<file path="src/rtl/sd_clk_speed_ctrl_pkg.sv">
// Shared definitions for the SD clock speed controller: speed codes, FSM states
// and the width of the gap/settle counter.
package sd_clk_pkg;

    localparam int CNT_W  = 8;
    localparam int N_SPD  = 5;

    localparam logic [2:0] SD_SPD_400K = 3'd0;
    localparam logic [2:0] SD_SPD_25M  = 3'd1;
    localparam logic [2:0] SD_SPD_50M  = 3'd2;
    localparam logic [2:0] SD_SPD_100M = 3'd3;
    localparam logic [2:0] SD_SPD_200M = 3'd4;

    typedef enum logic [1:0] {
        ST_IDLE   = 2'd0,
        ST_GATE   = 2'd1,
        ST_SETTLE = 2'd2
    } sd_clk_state_e;

endpackage

</file>
<file path="src/rtl/sd_clk_speed_ctrl_if.sv">
// Speed-change request handshake between the SD command/init controller (master)
// and the clock speed controller (slave).
interface sd_clk_speed_ctrl_if;

    logic       I_REQ_VALID;
    logic [2:0] I_REQ_SPEED;
    logic       O_REQ_READY;
    logic       O_DONE;
    logic       O_ERR;

    modport master (
        output I_REQ_VALID, I_REQ_SPEED,
        input  O_REQ_READY, O_DONE, O_ERR
    );

    modport slave (
        input  I_REQ_VALID, I_REQ_SPEED,
        output O_REQ_READY, O_DONE, O_ERR
    );

endinterface

</file>
<file path="src/rtl/sd_clk_speed_ctrl_onehot_dec.sv">
// Speed code to one-hot mux enable decoder; all-zero when blanked or for codes
// outside the table. Purely combinational, registered by the parent.
module sd_clk_onehot_dec
    import sd_clk_pkg::*;
(
    input  logic [2:0]       code,
    input  logic             blank,
    output logic [N_SPD-1:0] onehot
);

    // NOTE: every signal written in an always_comb gets a default first so no
    // path through the block can leave it unassigned and infer a latch.
    always_comb begin
        onehot = '0;
        if (!blank) begin
            case (code)
                SD_SPD_400K: onehot = 5'b00001;
                SD_SPD_25M:  onehot = 5'b00010;
                SD_SPD_50M:  onehot = 5'b00100;
                SD_SPD_100M: onehot = 5'b01000;
                SD_SPD_200M: onehot = 5'b10000;
                default:     onehot = '0;
            endcase
        end
    end

endmodule

</file>
<file path="src/rtl/sd_clk_speed_ctrl.sv">
// Break-before-make SD clock speed controller: drops every mux enable for a gap,
// raises the new one, waits for it to settle, then reports the clock stable.
module sd_clk_speed_ctrl
    import sd_clk_pkg::*;
#(
    parameter int GAP_CYC    = 16,
    parameter int SETTLE_CYC = 64,
    parameter int MAX_SPEED  = 4
) (
    input  logic                 CLK_25M,
    input  logic                 SYS_RST,
    sd_clk_speed_ctrl_if.slave   req_if,
    output logic                 O_CLK_OK,
    output logic [2:0]           O_SPEED,
    output logic                 O_EN_400K,
    output logic                 O_EN_25M,
    output logic                 O_EN_50M,
    output logic                 O_EN_100M,
    output logic                 O_EN_200M
);

    localparam logic [CNT_W-1:0] GAP_LAST    = CNT_W'(GAP_CYC - 1);
    localparam logic [CNT_W-1:0] SETTLE_LAST = CNT_W'(SETTLE_CYC - 1);
    localparam logic [2:0]       MAX_CODE    = 3'(MAX_SPEED);

    sd_clk_state_e    state_q, state_d;
    logic [CNT_W-1:0] cnt_q, cnt_d;
    logic [2:0]       speed_q, speed_d;
    logic [2:0]       req_q, req_d;
    logic [N_SPD-1:0] en_q, en_d;
    logic             clk_ok_q, clk_ok_d;
    logic             ready_q, ready_d;
    logic             done_q, done_d;
    logic             err_q, err_d;
    logic             from_req_q, from_req_d;

    logic accept;
    logic in_range;
    logic same_spd;

    assign accept   = req_if.I_REQ_VALID && ready_q && (state_q == ST_IDLE);
    assign in_range = (req_if.I_REQ_SPEED <= MAX_CODE);
    assign same_spd = (req_if.I_REQ_SPEED == speed_q);

    // NOTE: state is updated with non-blocking assignments so every flop samples
    // the pre-edge values regardless of statement order.
    always_ff @(posedge CLK_25M or posedge SYS_RST) begin
        if (SYS_RST) begin
            state_q    <= ST_SETTLE;
            cnt_q      <= '0;
            speed_q    <= SD_SPD_400K;
            req_q      <= SD_SPD_400K;
            en_q       <= 5'b00001;
            clk_ok_q   <= 1'b0;
            ready_q    <= 1'b0;
            done_q     <= 1'b0;
            err_q      <= 1'b0;
            from_req_q <= 1'b0;
        end else begin
            state_q    <= state_d;
            cnt_q      <= cnt_d;
            speed_q    <= speed_d;
            req_q      <= req_d;
            en_q       <= en_d;
            clk_ok_q   <= clk_ok_d;
            ready_q    <= ready_d;
            done_q     <= done_d;
            err_q      <= err_d;
            from_req_q <= from_req_d;
        end
    end

    always_comb begin
        state_d = state_q;
        case (state_q)
            ST_IDLE:   if (accept && in_range && !same_spd) state_d = ST_GATE;
            ST_GATE:   if (cnt_q == GAP_LAST)               state_d = ST_SETTLE;
            ST_SETTLE: if (cnt_q == SETTLE_LAST)            state_d = ST_IDLE;
            default:                                        state_d = ST_SETTLE;
        endcase
    end

    // Counter restarts on every state change; IDLE keeps it parked at zero.
    always_comb begin
        cnt_d      = cnt_q;
        speed_d    = speed_q;
        req_d      = req_q;
        from_req_d = from_req_q;
        if (state_d != state_q || state_q == ST_IDLE) begin
            cnt_d = '0;
        end else begin
            cnt_d = cnt_q + CNT_W'(1);
        end
        if (accept) begin
            req_d = req_if.I_REQ_SPEED;
        end
        if (state_q == ST_GATE && state_d == ST_SETTLE) begin
            speed_d    = req_q;
            from_req_d = 1'b1;
        end
        // READY stays low on the cycle a DONE/ERR is reported.
        ready_d  = (state_q == ST_IDLE) && (state_d == ST_IDLE) && !accept;
        clk_ok_d = (state_d == ST_IDLE);
        err_d    = accept && !in_range;
        done_d   = (accept && in_range && same_spd) ||
                   (state_q == ST_SETTLE && state_d == ST_IDLE && from_req_q);
    end

    sd_clk_onehot_dec u_dec (
        .code   (speed_d),
        .blank  (state_d == ST_GATE),
        .onehot (en_d)
    );

    assign req_if.O_REQ_READY = ready_q;
    assign req_if.O_DONE      = done_q;
    assign req_if.O_ERR       = err_q;
    assign O_CLK_OK           = clk_ok_q;
    assign O_SPEED            = speed_q;
    assign O_EN_400K          = en_q[0];
    assign O_EN_25M           = en_q[1];
    assign O_EN_50M           = en_q[2];
    assign O_EN_100M          = en_q[3];
    assign O_EN_200M          = en_q[4];

endmodule

</file>
<file path="src/flat_wrapper.sv">
// flat-port wrapper written by rule: the top's interface ports become plain ports
module sd_clk_speed_ctrl_flat import sd_clk_pkg::*;
#(
    parameter int GAP_CYC    = 16,
    parameter int SETTLE_CYC = 64,
    parameter int MAX_SPEED  = 4
)
  (CLK_25M, SYS_RST, O_CLK_OK, O_SPEED, O_EN_400K, O_EN_25M, O_EN_50M, O_EN_100M, O_EN_200M, req_if_I_REQ_VALID, req_if_I_REQ_SPEED, req_if_O_REQ_READY, req_if_O_DONE, req_if_O_ERR);
  sd_clk_speed_ctrl_if req_if_i ();
  input  logic CLK_25M;
  input  logic SYS_RST;
  output logic O_CLK_OK;
  output logic [2:0] O_SPEED;
  output logic O_EN_400K;
  output logic O_EN_25M;
  output logic O_EN_50M;
  output logic O_EN_100M;
  output logic O_EN_200M;
  input wire logic [$bits(req_if_i.I_REQ_VALID)-1:0] req_if_I_REQ_VALID;
  input wire logic [$bits(req_if_i.I_REQ_SPEED)-1:0] req_if_I_REQ_SPEED;
  output wire logic [$bits(req_if_i.O_REQ_READY)-1:0] req_if_O_REQ_READY;
  output wire logic [$bits(req_if_i.O_DONE)-1:0] req_if_O_DONE;
  output wire logic [$bits(req_if_i.O_ERR)-1:0] req_if_O_ERR;
  assign req_if_i.I_REQ_VALID = req_if_I_REQ_VALID;
  assign req_if_i.I_REQ_SPEED = req_if_I_REQ_SPEED;
  assign req_if_O_REQ_READY = req_if_i.O_REQ_READY;
  assign req_if_O_DONE = req_if_i.O_DONE;
  assign req_if_O_ERR = req_if_i.O_ERR;
  sd_clk_speed_ctrl #(.GAP_CYC(GAP_CYC), .SETTLE_CYC(SETTLE_CYC), .MAX_SPEED(MAX_SPEED)) u_core (.CLK_25M(CLK_25M), .SYS_RST(SYS_RST), .req_if(req_if_i), .O_CLK_OK(O_CLK_OK), .O_SPEED(O_SPEED), .O_EN_400K(O_EN_400K), .O_EN_25M(O_EN_25M), .O_EN_50M(O_EN_50M), .O_EN_100M(O_EN_100M), .O_EN_200M(O_EN_200M));
endmodule
</file>
<file path="config.mk">
export PLATFORM = sky130hd
export DESIGN_NAME = sd_clk_speed_ctrl_flat
export DESIGN_NICKNAME = d
export VERILOG_FILES = /design/src/rtl/sd_clk_speed_ctrl_pkg.sv /design/src/rtl/sd_clk_speed_ctrl_if.sv /design/src/rtl/sd_clk_speed_ctrl_onehot_dec.sv /design/src/rtl/sd_clk_speed_ctrl.sv /design/src/flat_wrapper.sv
export SDC_FILE = /design/constraint.sdc
export NUM_CORES = 1
export LEC_CHECK = 0
export CORE_MARGIN = 3
export CORE_UTILIZATION = 30
export DETAILED_ROUTE_END_ITERATION = 8
export PLACE_DENSITY = 0.6
export SLEW_MARGIN = 0
export SYNTH_ARGS = -nofsm -noshare
export SYNTH_HDL_FRONTEND = slang
export SYNTH_SLANG_ARGS = --single-unit
</file>
<file path="constraint.sdc">
create_clock -name CLK_25M -period 2.15 [get_ports CLK_25M]
set_input_delay 0.43 -clock CLK_25M [delete_from_list [all_inputs] [get_ports CLK_25M]]
set_output_delay 0.43 -clock CLK_25M [all_outputs]
set_load 0.01 [all_outputs]
</file>
==> results of run 1 <==
==> worst reg2reg max path: stages (launching register included) <==
cell and delay [ns]:
dfrtp_1 0.39, or4_1 0.56, or3b_4 0.41, or4b_4 0.52, a21oi_2 0.12
==> sequential cells by signal (all words and copies together) (netlist names) <==
register	flops
u_core.state_q	2
u_core.req_q	3
u_core.O_SPEED	3
u_core.cnt_q	8
u_core.en_q	5
u_core.from_req_q	1
u_core.req_if.O_DONE	1
u_core.req_if.O_ERR	1
u_core.O_CLK_OK	1
u_core.req_if.O_REQ_READY	1
==> metrics by stage <==
step                util (%)  setup WS [ns]
floorplan                  -         0.0318
global placement        40.1         0.0268
detailed placement      40.1         0.0598
CTS                     41.2         0.0698
global route            41.2         0.0152
finish                  41.2         0.0853
==> routing by layer <==
metal / wire (um) / GRT usage, % / up-vias
met3: 88 / 1.46 / 5
met2: 1160 / 17.9 / 29
met1: 1070 / 14.7 / 441
met4: 55 / 5.84 / 0
li1: - / - / 445
met5: 0 / 0 / -
==> area by class of cell <==
cell class              count  area (um2)  area share [%]
inverters                   3        11.3           0.735
well taps                  48        60.1            3.92
multi-input cells          80         507            33.1
clock buffers               3        41.3            2.69
flip-flops and latches     26         653            42.6
repair buffers             29         260            17.0
==> synthesized netlist by cell type, types with 3 or more instances <==
cell type,instances
a21oi_1,3
inv_1,3
nand2_1,15
nor3_1,3
o21ai_0,3
xor2_1,4
xnor2_1,5
nand3_1,6
nor2_1,12
dfrtp_1,24
==> kinds of logic (layout without fill, tap and decap cells) <==
| logic type | after synthesis | after routing | synth area share (%) |
|---|---|---|---|
| and+or+nand+nor | 53 | 53 | 23.9 |
| DFF | 26 | 26 | 55.4 |
| AOI/OAI and AO/OA | 13 | 13 | 7.53 |
| xor gates and xnor gates | 9 | 9 | 6.68 |
| muxes | 4 | 4 | 3.61 |
| buffers and inverters | 4 | 35 | 1.91 |
| adders and majority gates | 1 | 1 | 1.06 |
==> how the worst max path moves through the flow <==
stage / startpoint / endpoint / slack (ns) / cells after the start
2_1_floorplan: u_core.cnt_q[5]$_DFF_PP0_ / u_core.en_q[4]$_DFF_PP0_ / 0.03 / 5
3_3_place_gp: req_if_I_REQ_SPEED[1] / u_core.en_q[4]$_DFF_PP0_ / 0.03 / 6
3_5_place_dp: req_if_I_REQ_SPEED[0] / u_core.en_q[4]$_DFF_PP0_ / 0.06 / 6
4_1_cts: u_core.cnt_q[5]$_DFF_PP0_ / u_core.en_q[4]$_DFF_PP0_ / 0.07 / 4
5_1_grt: u_core.cnt_q[5]$_DFF_PP0_ / u_core.en_q[1]$_DFF_PP0_ / 0.02 / 5
6_report: u_core.cnt_q[5]$_DFF_PP0_ / u_core.en_q[4]$_DFF_PP0_ / 0.09 / 4
==> power by group <==
part           internal (mW)  switching (mW)  total (mW)
clock network          0.126           0.147       0.273
logic                 0.0127          0.0148      0.0275
registers              0.489               0       0.489
total                  0.627           0.162       0.789
==> timing repair <==
| action | 4_1_cts | 5_1_grt |
|---|---|---|
| setup endpoints to repair | 0 | 1 |
| resized for setup | 0 | 1 |
| hold buffers | 0 | 0 |
==> results.sh, run 1 <==
export IMPL_die_w_um=68.7
export IMPL_min_period_ns=2.06
export IMPL_required_ns=2.36
export IMPL_start_kind="register"
export IMPL_rsz0062_at_grt="no"
export IMPL_final_common_cell="dfrtp_1"
export IMPL_fillers=370
export IMPL_synth_distinct_cells=35
export IMPL_placed_cell_area_um2=1490
export IMPL_grt_pass1_wl_um=3950
export IMPL_grt_pass1_vias=888
export IMPL_grt_max_degree=27
export IMPL_timing_rr_end="u_core.en_q[4]$_DFF_PP0_"
export IMPL_p_leak_nw=0.700
export IMPL_antenna_found_initial=0
export IMPL_synth_top_cell_area_share_pct=50.9
export IMPL_gp_congestion=0.841
export IMPL_dp_cells=186
export IMPL_yosys_warnings=0
export IMPL_ys_seq_area_share_pct=55.4
export IMPL_gr_total_overflow=0
export IMPL_design_power_total_uw=789
export IMPL_ios=18
export IMPL_whs_ns=0.473
export IMPL_portBuffers=17
export IMPL_setup_worst_path_class="register to register"
export IMPL_syn_num_nets=117
export IMPL_drive_gt1_share_pct=16.3
export IMPL_reg2reg_from="u_core.cnt_q[5]$_DFF_PP0_"
export IMPL_hold_path_depth=1
export IMPL_yosys_register_bits=26
export IMPL_die_area_um2=4720
export IMPL_worstPathArrival_ns=2.27
export IMPL_clk_latency_ns=0.27
export IMPL_syn_avg_cell_area_um2=10.7
export IMPL_initialDrtViolationCount=49
export IMPL_clock_fmax_ghz=0.484
export IMPL_syn_cell_area_um2=1180
export IMPL_power_density_nw_per_um2=515
export IMPL_cts_buffers=3
export IMPL_htree_levels=1
export IMPL_wirelength_um=2370
export IMPL_max_cap_viol_count=0
export IMPL_final_max_slew_violation_count=0
export IMPL_core_um2=3720
export IMPL_ys_flop_type="dfrtp_1"
export IMPL_finalInstanceArea_um2=1530
export IMPL_crit_chain="or4_1, or3b_4, or4b_4, a21oi_2"
export IMPL_hpwlAfterDp_um=1760
export IMPL_critPathMaxStageDelay_ns=0.56
export IMPL_cts_sinks=26
export IMPL_yosysTopAreaCell="dfrtp_1"
export IMPL_ys_async_sr_fraction_pct=100
export IMPL_drc=0
export IMPL_rows=22
export IMPL_grt_use_total_pct=11.2
export IMPL_cts_tree="done"
export IMPL_fin_cells=189
export IMPL_cts_root_buf="clkbuf_8"
export IMPL_ff2ff_path_depth=4
export IMPL_insertedDiodeCount=0
export IMPL_postCtsSetupBuffers=0
export IMPL_vias=920
export IMPL_setup_tns_ns=0
export IMPL_syn_inst=110
export IMPL_min_delay_start="u_core.from_req_q$_DFFE_PP0N_"
export IMPL_reg2reg_slack_ns=0.09
export IMPL_area_delta_synth_final_pct=29.9
export IMPL_hold_violations=0
export IMPL_wire_per_inst_um=12.6
export IMPL_worstMarginPinSlew_ns=0.443
export IMPL_fin_crit_sh_pct=96.0
export IMPL_vias_per_cell=4.87
export IMPL_status="finished clean"
export IMPL_crit_family="simple AND/OR/NAND/NOR gates"
export IMPL_cp_num_buf_inv=0
export IMPL_final_setup_skew_ns=0.00249
export IMPL_nets=150
export IMPL_die_y_um=68.7
export IMPL_path_clk_slew_ns=0.09
export IMPL_finalSetupViolCount=0
export IMPL_min_path_type="register to register"
export IMPL_ir_worst_vdd_v=0.000211
export IMPL_clock_path_buffers=2
export IMPL_final_cell_mix="dfrtp_1 (24), clkdlybuf4s50_1 (17), nand2_1 (15)"
export IMPL_cp_slowest_cell="or4_1"
export IMPL_cp_max_fo=4
export IMPL_max_slew_margin_pct=70.1
export IMPL_ant_nets=0
export IMPL_cp_end_kind="register"
export IMPL_hold_path_endpoint="u_core.from_req_q$_DFFE_PP0N_"
export IMPL_yosys_top_cells_area="dfrtp_1 (51%), nand2_1 (4.8%), dfstp_2 (4.5%)"
export IMPL_start_util_pct=31.8
export IMPL_synth_edff_count=0
export IMPL_drt_pass1_iter_count=4
No activity file was read; power rests on OpenSTA's default activity.
==> inputs of run 2 (changes only) <==
Settings changed: REMOVE_ABC_BUFFERS set to 1.
==> run 2 against run 1 <==
Against the previous run:
- routed wire length fell by 0.42%
- sequential power hardly changed
- clock-buffer cell count did not move
- critical endpoint unchanged
- clock skew increased by 0.0048 ns
- first-iteration DRC count fell by 57%
- cell count shrank 0.53%
==> results.sh, run 2 (synthesized netlist as in run 1, its figures left out) <==
export IMPL_hold_violations=0
export IMPL_clock_path_buffers=2
export IMPL_final_common_cell="dfrtp_1"
export IMPL_hold_path_endpoint="u_core.cnt_q[0]$_DFF_PP0_"
export IMPL_die_area_um2=4720
export IMPL_wirelength_um=2360
export IMPL_vias_per_cell=4.79
export IMPL_crit_chain="or4_1, or3b_1, or4b_4, a21oi_2"
export IMPL_place_ws_ns=-0.00962
export IMPL_drc=0
export IMPL_ir_worst_vdd_v=0.000212
export IMPL_gr_total_overflow=0
export IMPL_rsz0062_at_grt="no"
export IMPL_reg2reg_slack_ns=0.07
export IMPL_setup_ws_ns=0.0720
export IMPL_power_density_nw_per_um2=596
export IMPL_wire_per_inst_um=12.6
export IMPL_portBuffers=17
export IMPL_final_max_slew_violation_count=0
export IMPL_htree_levels=1
export IMPL_timing_rr_end="u_core.en_q[4]$_DFF_PP0_"
export IMPL_cp_slowest_cell="or4_1"
export IMPL_top_regs="u_core.cnt_q (8), u_core.en_q (5)"
export IMPL_max_cap_viol_count=0
export IMPL_required_ns=2.36
export IMPL_antenna_found_initial=0
export IMPL_initialDrtViolationCount=21
export IMPL_rows=22
export IMPL_path_clk_slew_ns=0.09
export IMPL_postCtsResizedCells=0
export IMPL_max_slew_margin_pct=65.8
export IMPL_critPathMaxStageDelay_ns=0.54
export IMPL_grt_max_degree=27
export IMPL_cts_buffers=3
export IMPL_start_util_pct=31.8
export IMPL_cts_tree="done"
export IMPL_ios=18
export IMPL_worstPathArrival_ns=2.29
export IMPL_clock_fmax_ghz=0.481
export IMPL_hold_path_depth=1
export IMPL_finalSetupViolCount=0
export IMPL_reg2reg_from="u_core.cnt_q[5]$_DFF_PP0_"
export IMPL_setup_tns_ns=0
export IMPL_cp_end_kind="register"
export IMPL_clk_latency_ns=0.28
export IMPL_regMostFlops="u_core.cnt_q"
export IMPL_whs_ns=0.468
export IMPL_gp_congestion=0.859
export IMPL_status="finished clean"
export IMPL_fin_cells=188
export IMPL_final_cell_mix="dfrtp_1 (24), clkdlybuf4s50_1 (17), nand2_1 (15)"
export IMPL_core_um2=3720
export IMPL_grt_pass1_vias=865
export IMPL_grt_use_total_pct=11.5
export IMPL_ff2ff_path_depth=4
export IMPL_critical_path_depth=4
export IMPL_postCtsSetupBuffers=0
export IMPL_dp_cells=184
export IMPL_design_power_total_uw=921
export IMPL_setup_worst_path_class="register to register"
export IMPL_die_w_um=68.7
export IMPL_cp_max_fo=5
export IMPL_cts_root_buf="clkbuf_8"
export IMPL_largest_register_ff_count=8
export IMPL_drt_pass1_iter_count=4
export IMPL_min_period_ns=2.08
export IMPL_ant_nets=0
export IMPL_p_leak_nw=0.702
export IMPL_cts_sinks=26
export IMPL_start_kind="register"
export IMPL_grt_pass1_wl_um=3940
export IMPL_min_delay_start="u_core.cnt_q[0]$_DFF_PP0_"
export IMPL_hpwlAfterDp_um=1820
export IMPL_final_setup_skew_ns=0.00733
export IMPL_cts_hold_buffers_added=0
export IMPL_drive_gt1_share_pct=15.0
export IMPL_cp_num_buf_inv=0
export IMPL_area_delta_synth_final_pct=31.0
export IMPL_crit_family="simple AND/OR/NAND/NOR gates"
export IMPL_vias=900
export IMPL_min_path_type="register to register"
export IMPL_insertedDiodeCount=0
export IMPL_nets=148
export IMPL_die_y_um=68.7
export IMPL_fin_crit_sh_pct=96.7
export IMPL_worstMarginPinSlew_ns=0.507
run 2: cell types whose count changed in the layout (fill, tap and decap cells not counted), sizes merged:
cell    previous run  this run
bufinv             0         1
buf               12        10
run 2: metrics by stage:
step	instance area, um2	utilization [%]
floorplan	1170	-
global placement	1470	39.7
detailed placement	1470	39.7
CTS	1550	41.6
global route	1550	41.6
finish	1550	41.6
run 2: area by class of cell:
cell class | count | area (um2)
Inverter | 3 | 11.3
Timing Repair Buffer | 27 | 245
Clock buffer | 3 | 41.3
Sequential cell | 26 | 653
Tap cell | 48 | 60.1
Multi-Input combinational cell | 80 | 504
Fill cell | 348 | 2170
Clock inverter | 1 | 30.0
run 2: worst max path at each step:
stage,from,to,slack [ns]
floorplan,u_core.cnt_q[5]$_DFF_PP0_,u_core.en_q[4]$_DFF_PP0_,0.01
finish,u_core.cnt_q[5]$_DFF_PP0_,u_core.en_q[4]$_DFF_PP0_,0.07
CTS,u_core.cnt_q[5]$_DFF_PP0_,u_core.en_q[4]$_DFF_PP0_,0.06
detailed placement,req_if_I_REQ_SPEED[1],u_core.en_q[3]$_DFF_PP0_,-0.01
global placement,req_if_I_REQ_SPEED[1],u_core.en_q[3]$_DFF_PP0_,0.01
global route,u_core.cnt_q[5]$_DFF_PP0_,u_core.en_q[4]$_DFF_PP0_,0.02
run 2: worst register-to-register path, delay by kind of cell (launching register included):
| family | cells | cell delay (ns) |
|---|---|---|
| compound gates | 1 | 0.12 |
| flops | 1 | 0.38 |
| simple gates | 3 | 1.52 |
run 2: report_power, final:
part           total (mW)  internal [mW]  switching, mW  leakage, nW
registers           0.489          0.489              0        0.342
clock network       0.405          0.249          0.155       0.0357
logic              0.0281         0.0127         0.0154        0.325
total               0.921          0.751          0.171        0.702
run 2: per-layer routing:
metal,track usage (%),routed length [um]
met5,0,0
met4,6.57,64
met3,1.46,90
met2,18.4,1100
met1,15.1,1110
==> inputs of run 3 (changes only) <==
Settings changed: CORE_UTILIZATION 30 to 47, PLACE_DENSITY 0.6 to 0.83.
==> run 3 against run 2 <==
Against the previous run:
- design area fell by 3.5%
- register-to-register slack improved by 0.02 ns
- utilization is 23 points higher
- highest routed layer unchanged
- hold slack lost 0.023 ns
- largest power group unchanged
- worst setup slack gained 0.024 ns
- non-clock buffer count stayed put
- clock power decreased by 40%
- sequential share of layout area increased by 1.5 points
==> results.sh, run 3 (synthesized netlist as in run 1, its figures left out) <==
export IMPL_netSwitchingPower_uw=153
export IMPL_ant_nets=0
export IMPL_die_y_um=56.1
export IMPL_clock_fmax_ghz=0.487
export IMPL_rsz0062_at_grt="no"
export IMPL_setup_worst_path_class="register to register"
export IMPL_combPwrFrac_pct=3.7
export IMPL_cp_max_fo=5
export IMPL_antenna_found_initial=0
export IMPL_vias_per_cell=5.52
export IMPL_cp_end_kind="register"
export IMPL_cts_root_buf="clkbuf_4"
export IMPL_power_frac_clock_pct=31.8
export IMPL_p_seq_share_pct=64.5
export IMPL_clock_path_buffers=2
export IMPL_grt_util_met2_pct=26.5
export IMPL_core_um2=2300
export IMPL_cts_sinks=26
export IMPL_min_path_type="input pin to async pin"
export IMPL_clk_latency_ns=0.32
export IMPL_postCtsSetupBuffers=0
export IMPL_required_ns=2.41
export IMPL_cts_buffers=3
export IMPL_max_slew_margin_pct=67.0
export IMPL_wire_per_inst_um=14.0
export IMPL_setup_tns_ns=0
export IMPL_cts_hold_buffers_added=0
export IMPL_status="finished clean"
export IMPL_placed_cell_area_um2=1450
export IMPL_start_kind="register"
export IMPL_finalInstanceArea_um2=1490
export IMPL_design_power_total_uw=759
export IMPL_area_delta_synth_final_pct=26.4
export IMPL_final_cell_mix="dfrtp_1 (24), clkdlybuf4s50_1 (17), nand2_1 (15)"
export IMPL_ir_worst_vdd_v=0.000398
export IMPL_worstPathArrival_ns=2.31
export IMPL_busiest_layer="met2"
export IMPL_fin_crit_sh_pct=95.5
export IMPL_hpwlAfterDp_um=1740
export IMPL_final_setup_skew_ns=0.00451
export IMPL_grt_use_total_pct=17.0
export IMPL_final_common_cell="dfrtp_1"
export IMPL_initialDrtViolationCount=25
export IMPL_min_period_ns=2.05
export IMPL_grt_max_degree=27
export IMPL_final_max_slew_violation_count=0
export IMPL_ios=18
export IMPL_gp_congestion=0.908
export IMPL_swShare_pct=20.2
export IMPL_cts_tree="done"
export IMPL_start_util_pct=51.4
export IMPL_die_w_um=56.1
export IMPL_htree_levels=1
export IMPL_regMostFlops="u_core.cnt_q"
export IMPL_die_area_um2=3150
export IMPL_nets=148
export IMPL_gr_total_overflow=0
export IMPL_p_int_uw=605
export IMPL_drc=0
export IMPL_wirelength_um=2350
export IMPL_post_route_util_pct=64.9
export IMPL_drt_pass1_iter_count=6
export IMPL_grt_pass1_vias=948
export IMPL_whs_ns=0.445
export IMPL_finalSetupViolCount=0
export IMPL_grtUsageMet3_pct=3.94
export IMPL_path_clk_slew_ns=0.13
export IMPL_drive_gt1_share_pct=16.4
export IMPL_use_met1_pct=21.5
export IMPL_portBuffers=17
export IMPL_rows=17
export IMPL_postCtsResizedCells=0
export IMPL_power_density_nw_per_um2=509
export IMPL_grt_pass1_wl_um=4180
export IMPL_largest_register_ff_count=8
export IMPL_max_cap_viol_count=0
export IMPL_vias=928
export IMPL_worstMarginPinSlew_ns=0.488
export IMPL_hold_violations=0
export IMPL_p_leak_nw=0.684
export IMPL_top_regs="u_core.cnt_q (8), u_core.en_q (5)"
export IMPL_fillers=175
export IMPL_insertedDiodeCount=0
-- run 3: layer usage --
layer | share of wire, % | vias up
met5 | 0 | -
met4 | 1.9 | 0
met3 | 3.7 | 4
met2 | 48 | 20
met1 | 46 | 458
li1 | - | 446
-- run 3: cell type report --
class | count | area [um2] | area share (%)
well taps | 28 | 35.0 | 2.35
repair buffers | 27 | 245 | 16.4
flip-flops and latches | 26 | 653 | 43.8
inverters | 3 | 11.3 | 0.755
multi-input cells | 80 | 510 | 34.2
clock buffers | 4 | 36.3 | 2.43
-- run 3: worst max-delay path, stage by stage (launching register included) --
cell	delay (ns)
dfrtp_1	0.40
or4_1	0.54
or3b_4	0.42
or4b_4	0.52
a21oi_2	0.12
-- run 3: through the flow --
stage / setup slack [ns] / std cells
after floorplan: 0.0130 / 109
after global placement: 0.0515 / 164
after detailed placement: 0.0111 / 164
after CTS: 0.0601 / 168
after global routing: 0.0240 / 168
final: 0.0962 / 168
-- run 3: power groups by stage --
stage / combinational [mW] / sequential [mW] / clock [mW]
after detailed placement: 0.0285 / 0.498 / 0
after global placement: 0.0279 / 0.498 / 0
after floorplan: 0.0111 / 0.498 / 0
after CTS: 0.0286 / 0.489 / 0.256
after global routing: 0.0314 / 0.489 / 0.271
final: 0.0280 / 0.489 / 0.241
-- run 3: worst paths after layout --
| path | slack (ns) | cells after the start | start | end |
|---|---|---|---|---|
| max | 0.1 | 4 | u_core.cnt_q[5]$_DFF_PP0_ | u_core.en_q[4]$_DFF_PP0_ |
| max reg2reg | 0.1 | 4 | u_core.cnt_q[5]$_DFF_PP0_ | u_core.en_q[4]$_DFF_PP0_ |
| min reg2reg | 0.47 | 1 | u_core.cnt_q[0]$_DFF_PP0_ | u_core.cnt_q[0]$_DFF_PP0_ |
| min in group CLK_25M | 0.47 | 1 | u_core.cnt_q[0]$_DFF_PP0_ | u_core.cnt_q[0]$_DFF_PP0_ |
| min | 0.44 | 3 | SYS_RST | u_core.en_q[1]$_DFF_PP0_ |
| max in group asynchronous | 1.41 | 3 | SYS_RST | u_core.state_q[1]$_DFF_PP1_ |
